--- config.mk ---
export PLATFORM = sky130hd
export DESIGN_NAME = mem_arbiter
export DESIGN_NICKNAME = d
export VERILOG_FILES = /design/src/rtl/mem_arbiter.sv
export SDC_FILE = /design/constraint.sdc
export NUM_CORES = 1
export LEC_CHECK = 0
export CAP_MARGIN = 15
export CORE_MARGIN = 4
export CORE_UTILIZATION = 42
export CTS_CLUSTER_SIZE = 25
export DETAILED_ROUTE_END_ITERATION = 6
export GPL_ROUTABILITY_DRIVEN = 0
export HOLD_SLACK_MARGIN = 0.05
export PLACE_DENSITY_LB_ADDON = 0.15
export SLEW_MARGIN = 10
export SYNTH_ARGS = -nofsm -noshare
export SYNTH_HDL_FRONTEND = slang
export SYNTH_SLANG_ARGS = --single-unit
--- constraint.sdc ---
create_clock -name clk -period 2.61 [get_ports clk]
set_clock_uncertainty 0.05 [all_clocks]
set_input_delay 0.261 -clock clk [delete_from_list [all_inputs] [get_ports clk]]
set_output_delay 0.261 -clock clk [all_outputs]
set_load 0.02 [all_outputs]
--- src/rtl/mem_arbiter.sv ---
// Single-ported RAM arbiter between instruction fetch (IF) and load/store (MEM).
// MEM has priority; IF wins after STARVE_MAX consecutive lost arbitrations.
//
// state | meaning
// IDLE  | no access in flight, arbitrating on current requests
// BUSY  | RAM cycle in progress, ram_ce held for LATENCY cycles
// DONE  | owner ack cycle, arbitrating again so accesses can chain
module mem_arbiter #(
    parameter int LATENCY    = 2,
    parameter int STARVE_MAX = 3
) (
    input  logic        clk,
    input  logic        rst,
    input  logic        if_req,
    input  logic [31:0] if_addr,
    output logic [31:0] if_rdata,
    output logic        if_ack,
    input  logic        mem_req,
    input  logic        mem_we,
    input  logic [3:0]  mem_sel,
    input  logic [31:0] mem_addr,
    input  logic [31:0] mem_wdata,
    output logic [31:0] mem_rdata,
    output logic        mem_ack,
    output logic        ram_ce,
    output logic        ram_we,
    output logic [3:0]  ram_sel,
    output logic [31:0] ram_addr,
    output logic [31:0] ram_wdata,
    input  logic [31:0] ram_rdata,
    output logic        stall_if,
    output logic        stall_mem
);

    localparam logic [1:0] IDLE = 2'd0;
    localparam logic [1:0] BUSY = 2'd1;
    localparam logic [1:0] DONE = 2'd2;

    localparam logic [3:0] LAT_LAST  = 4'(LATENCY - 1);
    localparam logic [3:0] STARVE_LIM = 4'(STARVE_MAX);

    logic [1:0]  state;
    logic [3:0]  cnt;
    logic [3:0]  starve;
    logic        owner_mem;
    logic [31:0] lat_addr;
    logic [31:0] lat_wdata;
    logic        lat_we;
    logic [3:0]  lat_sel;

    logic arb_en;
    logic both_req;
    logic grant_if;
    logic grant_mem;
    logic last_beat;

    always_comb begin
        arb_en    = (state == IDLE) || (state == DONE);
        both_req  = if_req & mem_req;
        grant_if  = arb_en & if_req & (~mem_req | (starve == STARVE_LIM));
        grant_mem = arb_en & mem_req & ~grant_if;
        last_beat = (state == BUSY) && (cnt == LAT_LAST);
    end

    always_ff @(posedge clk or negedge rst) begin
        if (!rst) begin
            state     <= IDLE;
            cnt       <= 4'd0;
            starve    <= 4'd0;
            owner_mem <= 1'b0;
            lat_addr  <= 32'd0;
            lat_wdata <= 32'd0;
            lat_we    <= 1'b0;
            lat_sel   <= 4'd0;
            if_ack    <= 1'b0;
            mem_ack   <= 1'b0;
            if_rdata  <= 32'd0;
            mem_rdata <= 32'd0;
        end else begin
            if_ack  <= 1'b0;
            mem_ack <= 1'b0;

            case (state)
                IDLE, DONE: begin
                    if (grant_if) begin
                        state     <= BUSY;
                        cnt       <= 4'd0;
                        owner_mem <= 1'b0;
                        lat_addr  <= if_addr;
                        lat_we    <= 1'b0;
                        lat_sel   <= 4'b1111;
                        lat_wdata <= 32'd0;
                    end else if (grant_mem) begin
                        state     <= BUSY;
                        cnt       <= 4'd0;
                        owner_mem <= 1'b1;
                        lat_addr  <= mem_addr;
                        lat_we    <= mem_we;
                        lat_sel   <= mem_sel;
                        lat_wdata <= mem_wdata;
                    end else begin
                        state <= IDLE;
                    end
                end
                BUSY: begin
                    cnt <= cnt + 4'd1;
                    if (last_beat) begin
                        state <= DONE;
                        if (owner_mem) begin
                            mem_ack <= 1'b1;
                            if (!lat_we)
                                mem_rdata <= ram_rdata;
                        end else begin
                            if_ack   <= 1'b1;
                            if_rdata <= ram_rdata;
                        end
                    end
                end
                default: state <= IDLE;
            endcase

            // starve never exceeds STARVE_LIM because IF wins once it is reached
            if (grant_if)
                starve <= 4'd0;
            else if (grant_mem && both_req)
                starve <= starve + 4'd1;
        end
    end

    always_comb begin
        ram_ce    = (state == BUSY);
        ram_we    = ram_ce & lat_we;
        ram_sel   = ram_ce ? lat_sel : 4'd0;
        ram_addr  = lat_addr;
        ram_wdata = lat_wdata;
        stall_if  = if_req & ~if_ack;
        stall_mem = mem_req & ~mem_ack;
    end

endmodule
== Yosys cells after proc, flatten, opt, wreduce, memory -nomap -nowiden ==
Cells that the tools add are included.

* Logic and storage cells: 73
* Output and inout port bits: 138
* Input port bits: 137
* Flip-flop bits (word level): 146

* Reduce and logical (&&, ||, !) cells: 12
* Bitwise operators: 15
* $add $sub $neg: 2
* Muxes and demuxes: 26
* Equality and inequality tests: 6

{| class="wikitable"
|+ Operators by type and width
! kind !! number
|-
| 32-bit 2-to-1 mux || 4
|-
| 4-bit 2-to-1 mux || 7
|-
| 1-bit 2-to-1 mux || 12
|-
| 4-bit by 1-bit adder with 4-bit output, second input constant || 2
|-
| 1-bit AND || 8
|-
| 4-bit one-hot mux with 2 select lines || 1
|-
| 1-bit NOT || 6
|-
| 2-bit nonzero test || 3
|-
| 4-bit by 1-bit == test with 1-bit output, second input constant || 1
|-
| 4-bit by 2-bit == test with 1-bit output, second input constant || 1
|-
| 2-bit one-hot mux with 2 select lines || 1
|-
| 2-bit AND reduction || 2
|-
| 4-bit AND reduction || 1
|-
| 3-bit inequality test, second input constant || 1
|-
| 3-bit AND reduction || 1
|-
| 2-bit by 1-bit == test with 1-bit output, second input constant || 1
|-
| 2-bit == test, second input constant || 1
|-
| 1-bit logical AND || 2
|-
| 2-bit logical NOT || 1
|-
| 2-bit 2-to-1 mux || 1
|-
| 2-bit by 1-bit inequality test with 1-bit output, second input constant || 1
|-
| 2-bit OR reduction || 1
|-
| 1-bit logical OR || 1
|-
| 1-bit OR || 1
|}

== Depth between registers and ports, before layout ==
* Depth after elaboration: 9
* Mapped depth: 6

== Least setup slack after synthesis ==
Ideal clock, no wire load.

* Kind: reg-to-reg
* From: register cnt[1]
* To: register if_rdata[0]
* Period minus slack after synthesis: 1.889 ns
* Cell stages (with the launch flop): 7
* Data arrival time: 1.714 ns
* Setup slack: 0.721 ns
* Path through: dfrtp_1 -> inv_1 -> ha_1 -> or3b_4 -> nor3_4 -> buf_6 -> mux2_2

* Word-level cells in the longest chain between the ends: 3

{| class="wikitable"
|+ Ends and longest elaborated chain
! item !! line !! text
|-
| start, declared || 43 || <nowiki>logic [3:0] cnt;</nowiki>
|-
| start signal, assigned || 106 || <nowiki>cnt <= cnt + 4'd1;</nowiki>
|-
| 4-bit by 1-bit == test with 1-bit output || 62 || <nowiki>last_beat = (state == BUSY) && (cnt == LAT_LAST);</nowiki>
|-
| 1-bit logical AND || 62 ||
|-
| 3-bit AND reduction (no source line) || -- ||
|-
| end signal, assigned || 115 || <nowiki>if_rdata <= ram_rdata;</nowiki>
|-
| end, declared || 16 || <nowiki>output logic [31:0] if_rdata,</nowiki>
|}

No other way between the ends.
A chain may end at the register's enable or synchronous reset.

== Worst setup path after layout ==
* From: register state[0]
* To: output ram_we

* Word-level cells in the longest chain between the ends: 2

{| class="wikitable"
|+ Ends and longest elaborated chain
! item !! line !! text
|-
| start, declared || 42 || <nowiki>logic [1:0] state;</nowiki>
|-
| start signal, assigned || 67 || <nowiki>state <= IDLE;</nowiki>
|-
| start signal, assigned || 86 || <nowiki>state <= BUSY;</nowiki>
|-
| start signal, assigned || 94 || <nowiki>state <= BUSY;</nowiki>
|-
| 2-bit by 1-bit == test with 1-bit output || 131 || <nowiki>ram_ce = (state == BUSY);</nowiki>
|-
| 1-bit AND || 132 || <nowiki>ram_we = ram_ce & lat_we;</nowiki>
|-
| end, declared || 26 || <nowiki>output logic ram_we,</nowiki>
|}

No other way between the ends.

==> qor.yml <==
drt:
  ant_nets: 0
  drtPass1Iterations: 4
  met2_length_um: 8680
  met3_length_um: 1280
  drt_iter0_drc: 183
  wirelength_um: 17400
  route.top_layer_used: "met4"
  num_vias: 4888
  viasPerCell: 5.23
  routedWlPerCell_um: 18.6
  route.detailed.drc: 0
  wl_met1_um: 6950
setup_path:
  setup.worst_path.start: "state[0]"
  reg2reg_to: "starve[0]"
  crit_path_end: "ram_we"
  crit_path_start_kind: "register"
  critical_path_required_ns: 2.30
  r2r_cells: 5
  end_kind: "primary output"
  arrival_ns: 2.10
  rrSetupSlack_ns: 0.36
  worst-path-max-fanout: 9
  r2r-start: "starve[0]"
  critical_path_class: "register to primary output"
synthesis:
  yosys_warnings: 0
  async_reset_ff_frac: 1.00
  synth_top_family_by_area: "compound AO/OA/AOI/OAI gates"
  synth.distinct_cells: 40
  synth_adder_area_share: 0.00618
  synth.most_common_cell: "dfrtp_1"
  synth_flop_cell: "dfrtp_1"
  synth_compound_area_frac: 0.155
  synth_edf_count: 0
  synthXorXnorAreaFrac: 0.00144
  synth_top_area_frac: 0.601
  synth_nets: 609
  ys_ff_latch: 146
  seq_area_frac_synth: 0.601
  syn_inst: 469
  synth_area_um2: 6080
  ys_top_cells_by_count: "dfrtp_1 (146), mux2_2 (57), nand2_1 (38), inv_1 (35), a22o_1 (33)"
  avgSynthCellArea_um2: 13.0
  yosys-top-cells-area: "dfrtp_1 (60%), mux2_2 (11%), a22o_1 (4.8%)"
  synth.area.mux_share: 0.125
  synthSimpleGateAreaFrac: 0.0568
  yosys.area.top_type: "dfrtp_1"
die:
  die_area_um2: 16500
  num_rows: 43
  pin_count: 275
  fp.dieH_um: 128
  start_util: 0.433
  fp.coreArea_um2: 14000
  die_w_um: 128
place:
  dp.final_hpwl_um: 12600
  io_buffer_count: 274
  placedCellCount: 902
clock_network:
  clock_latency_ns: 0.41
  clk_pin_slew_ns: 0.06
  cts_buffers: 17
  post_cts_buffers: 0
  cts_tree: "yes"
  cts_max_path_buffers: 2
  root_buffer: "clkbuf_16"
  htreeDepth: 4
  cts_sinks: 146
cells_and_area:
  antenna_cells: 0
  layout.nets: 882
  fin_cells: 935
  drive_gt1_frac: 0.163
  finish.utilization: 0.691
  syn_to_final_growth_pct: 59.6
timing:
  max_freq_ghz: 0.414
  worst_pin_slew_ns: 0.716
  hold_violations: 0
  fin_hold_ws_ns: 0.346
  fin_crit_sh: 0.925
  setup_violations: 0
  slew_viol_final: 0
  maxSlewHeadroom: 0.523
  fin_setup_tns_ns: 0
  period_needed_ns: 2.42
  rsz0062_at_grt: "no"
run:
  drv_cap: 0
outcome:
  status: "finished clean"
global_routing:
  first_global_vias: 5160
  grt_max_degree: 68
  track_usage: 0.212
  grt_pass1_wl_um: 27400
  overflow: 0
  grt_antenna_before_repair: 0
pwr:
  power_frac_clock: 0.210
  leakage_nw: 4.16
  sw_frac_of_total: 0.358
  peakVddDrop_mv: 0.770
  p_seq_frac: 0.314
  p_int_mw: 8.25
  total_power_mw: 12.9
  p_sw_mw: 4.60
  power.combinational.fraction: 0.476
  power_density_nw_per_um2: 1330
min_path:
  hold_class: "input port to async pin"
-- sequential cells by signal, summed over array words and instances, names as in the netlist --
name       cells
cnt            4
lat_sel        4
lat_we         1
owner_mem      1
mem_rdata     32
mem_ack        1
if_rdata      32
ram_addr      32
if_ack         1
ram_wdata     32
starve         4
state          2
-- worst max-delay path, cell delays in order (launching register included) --
cell and delay, ns:
dfrtp_1 0.51, nand2b_2 0.22, inv_4 0.16, and2_1 0.18
clkdlybuf4s50_1 0.62
-- worst min-delay path by stage --
stage          cells past startpoint        start  slack (ns)           end
4_1_cts                            3   if_addr[4]        0.35   ram_addr[4]
3_3_place_gp                       1          rst        0.24  ram_addr[16]
3_5_place_dp                       1          rst        0.25  ram_addr[16]
5_1_grt                            3  if_addr[30]        0.37  ram_addr[30]
6_report                           2          rst        0.35  ram_addr[16]
2_1_floorplan                      0          rst       -0.08        cnt[0]
-- metal layers --
layer	vias to the layer above	track usage
met5	-	0
met4	0	0.0880
met2	220	0.349
met3	45	0.0613
li1	2258	-
met1	2365	0.263
-- area by class of cell --
class | instances | area (um^2)
Sequential cell | 146 | 3650
Timing Repair Buffer | 289 | 2900
Fill cell | 992 | 4340
Tap cell | 180 | 225
Clock inverter | 14 | 225
Clock buffer | 18 | 439
Multi-Input combinational cell | 252 | 2120
Inverter | 36 | 138
-- cells by family (layout without fill, tap and decap cells) --
| kind of cell | Yosys count | in the layout |
|---|---|---|
| xor gates and xnor gates | 1 | 1 |
| adders and majority gates | 3 | 3 |
| buffers and inverters | 71 | 357 |
| muxes | 65 | 65 |
| AOI/OAI and AO/OA | 116 | 116 |
| DFF | 146 | 146 |
| and+or+nand+nor | 67 | 67 |
-- power groups by stage --
stage                     sequential [mW]  clock (mW)  combinational, mW
after CTS                            4.04        2.77               6.20
after floorplan                      5.21           0               2.02
after global routing                 4.18        2.87               6.49
after global placement               4.00           0               6.08
final                                4.03        2.70               6.12
after detailed placement             4.05           0               6.17
-- through the flow --
step / instance area, um^2 / worst slack (ns)
after floorplan: 6080 / 0.721
after global placement: 9020 / 0.489
after detailed placement: 9020 / 0.392
after CTS: 9700 / 0.0105
after global routing: 9700 / 0.0834
final: 9700 / 0.195
-- timing repair --
item,CTS,global route
hold buffers,1,0
hold endpoints to repair,64,0
endpoints found under the setup margin,0,5
resized for setup,0,1
-- layout by cell type (no fill, tap or decap), types with 2 or more instances in the layout --
master	synthesis	routed
clkdlybuf4s50_1	0	273
dfrtp_1	146	146
mux2_2	57	57
nand2_1	38	38
inv_1	35	35
a22o_1	33	33
o2111ai_1	30	30
o211ai_1	30	30
clkbuf_16	0	17
buf_4	0	11
mux2_4	8	8
nand3_1	6	6
o21ai_0	6	6
and2_1	5	5
bufinv_16	0	5
nor2_1	4	4
o22a_1	4	4
nand2b_1	4	3
a21oi_1	3	3
ha_1	3	3
clkinv_4	0	3
clkinvlp_4	0	3
inv_6	0	3
buf_12	0	3
nor3b_1	2	2
a32oi_1	2	2
(Power assumes the default switching activity.)
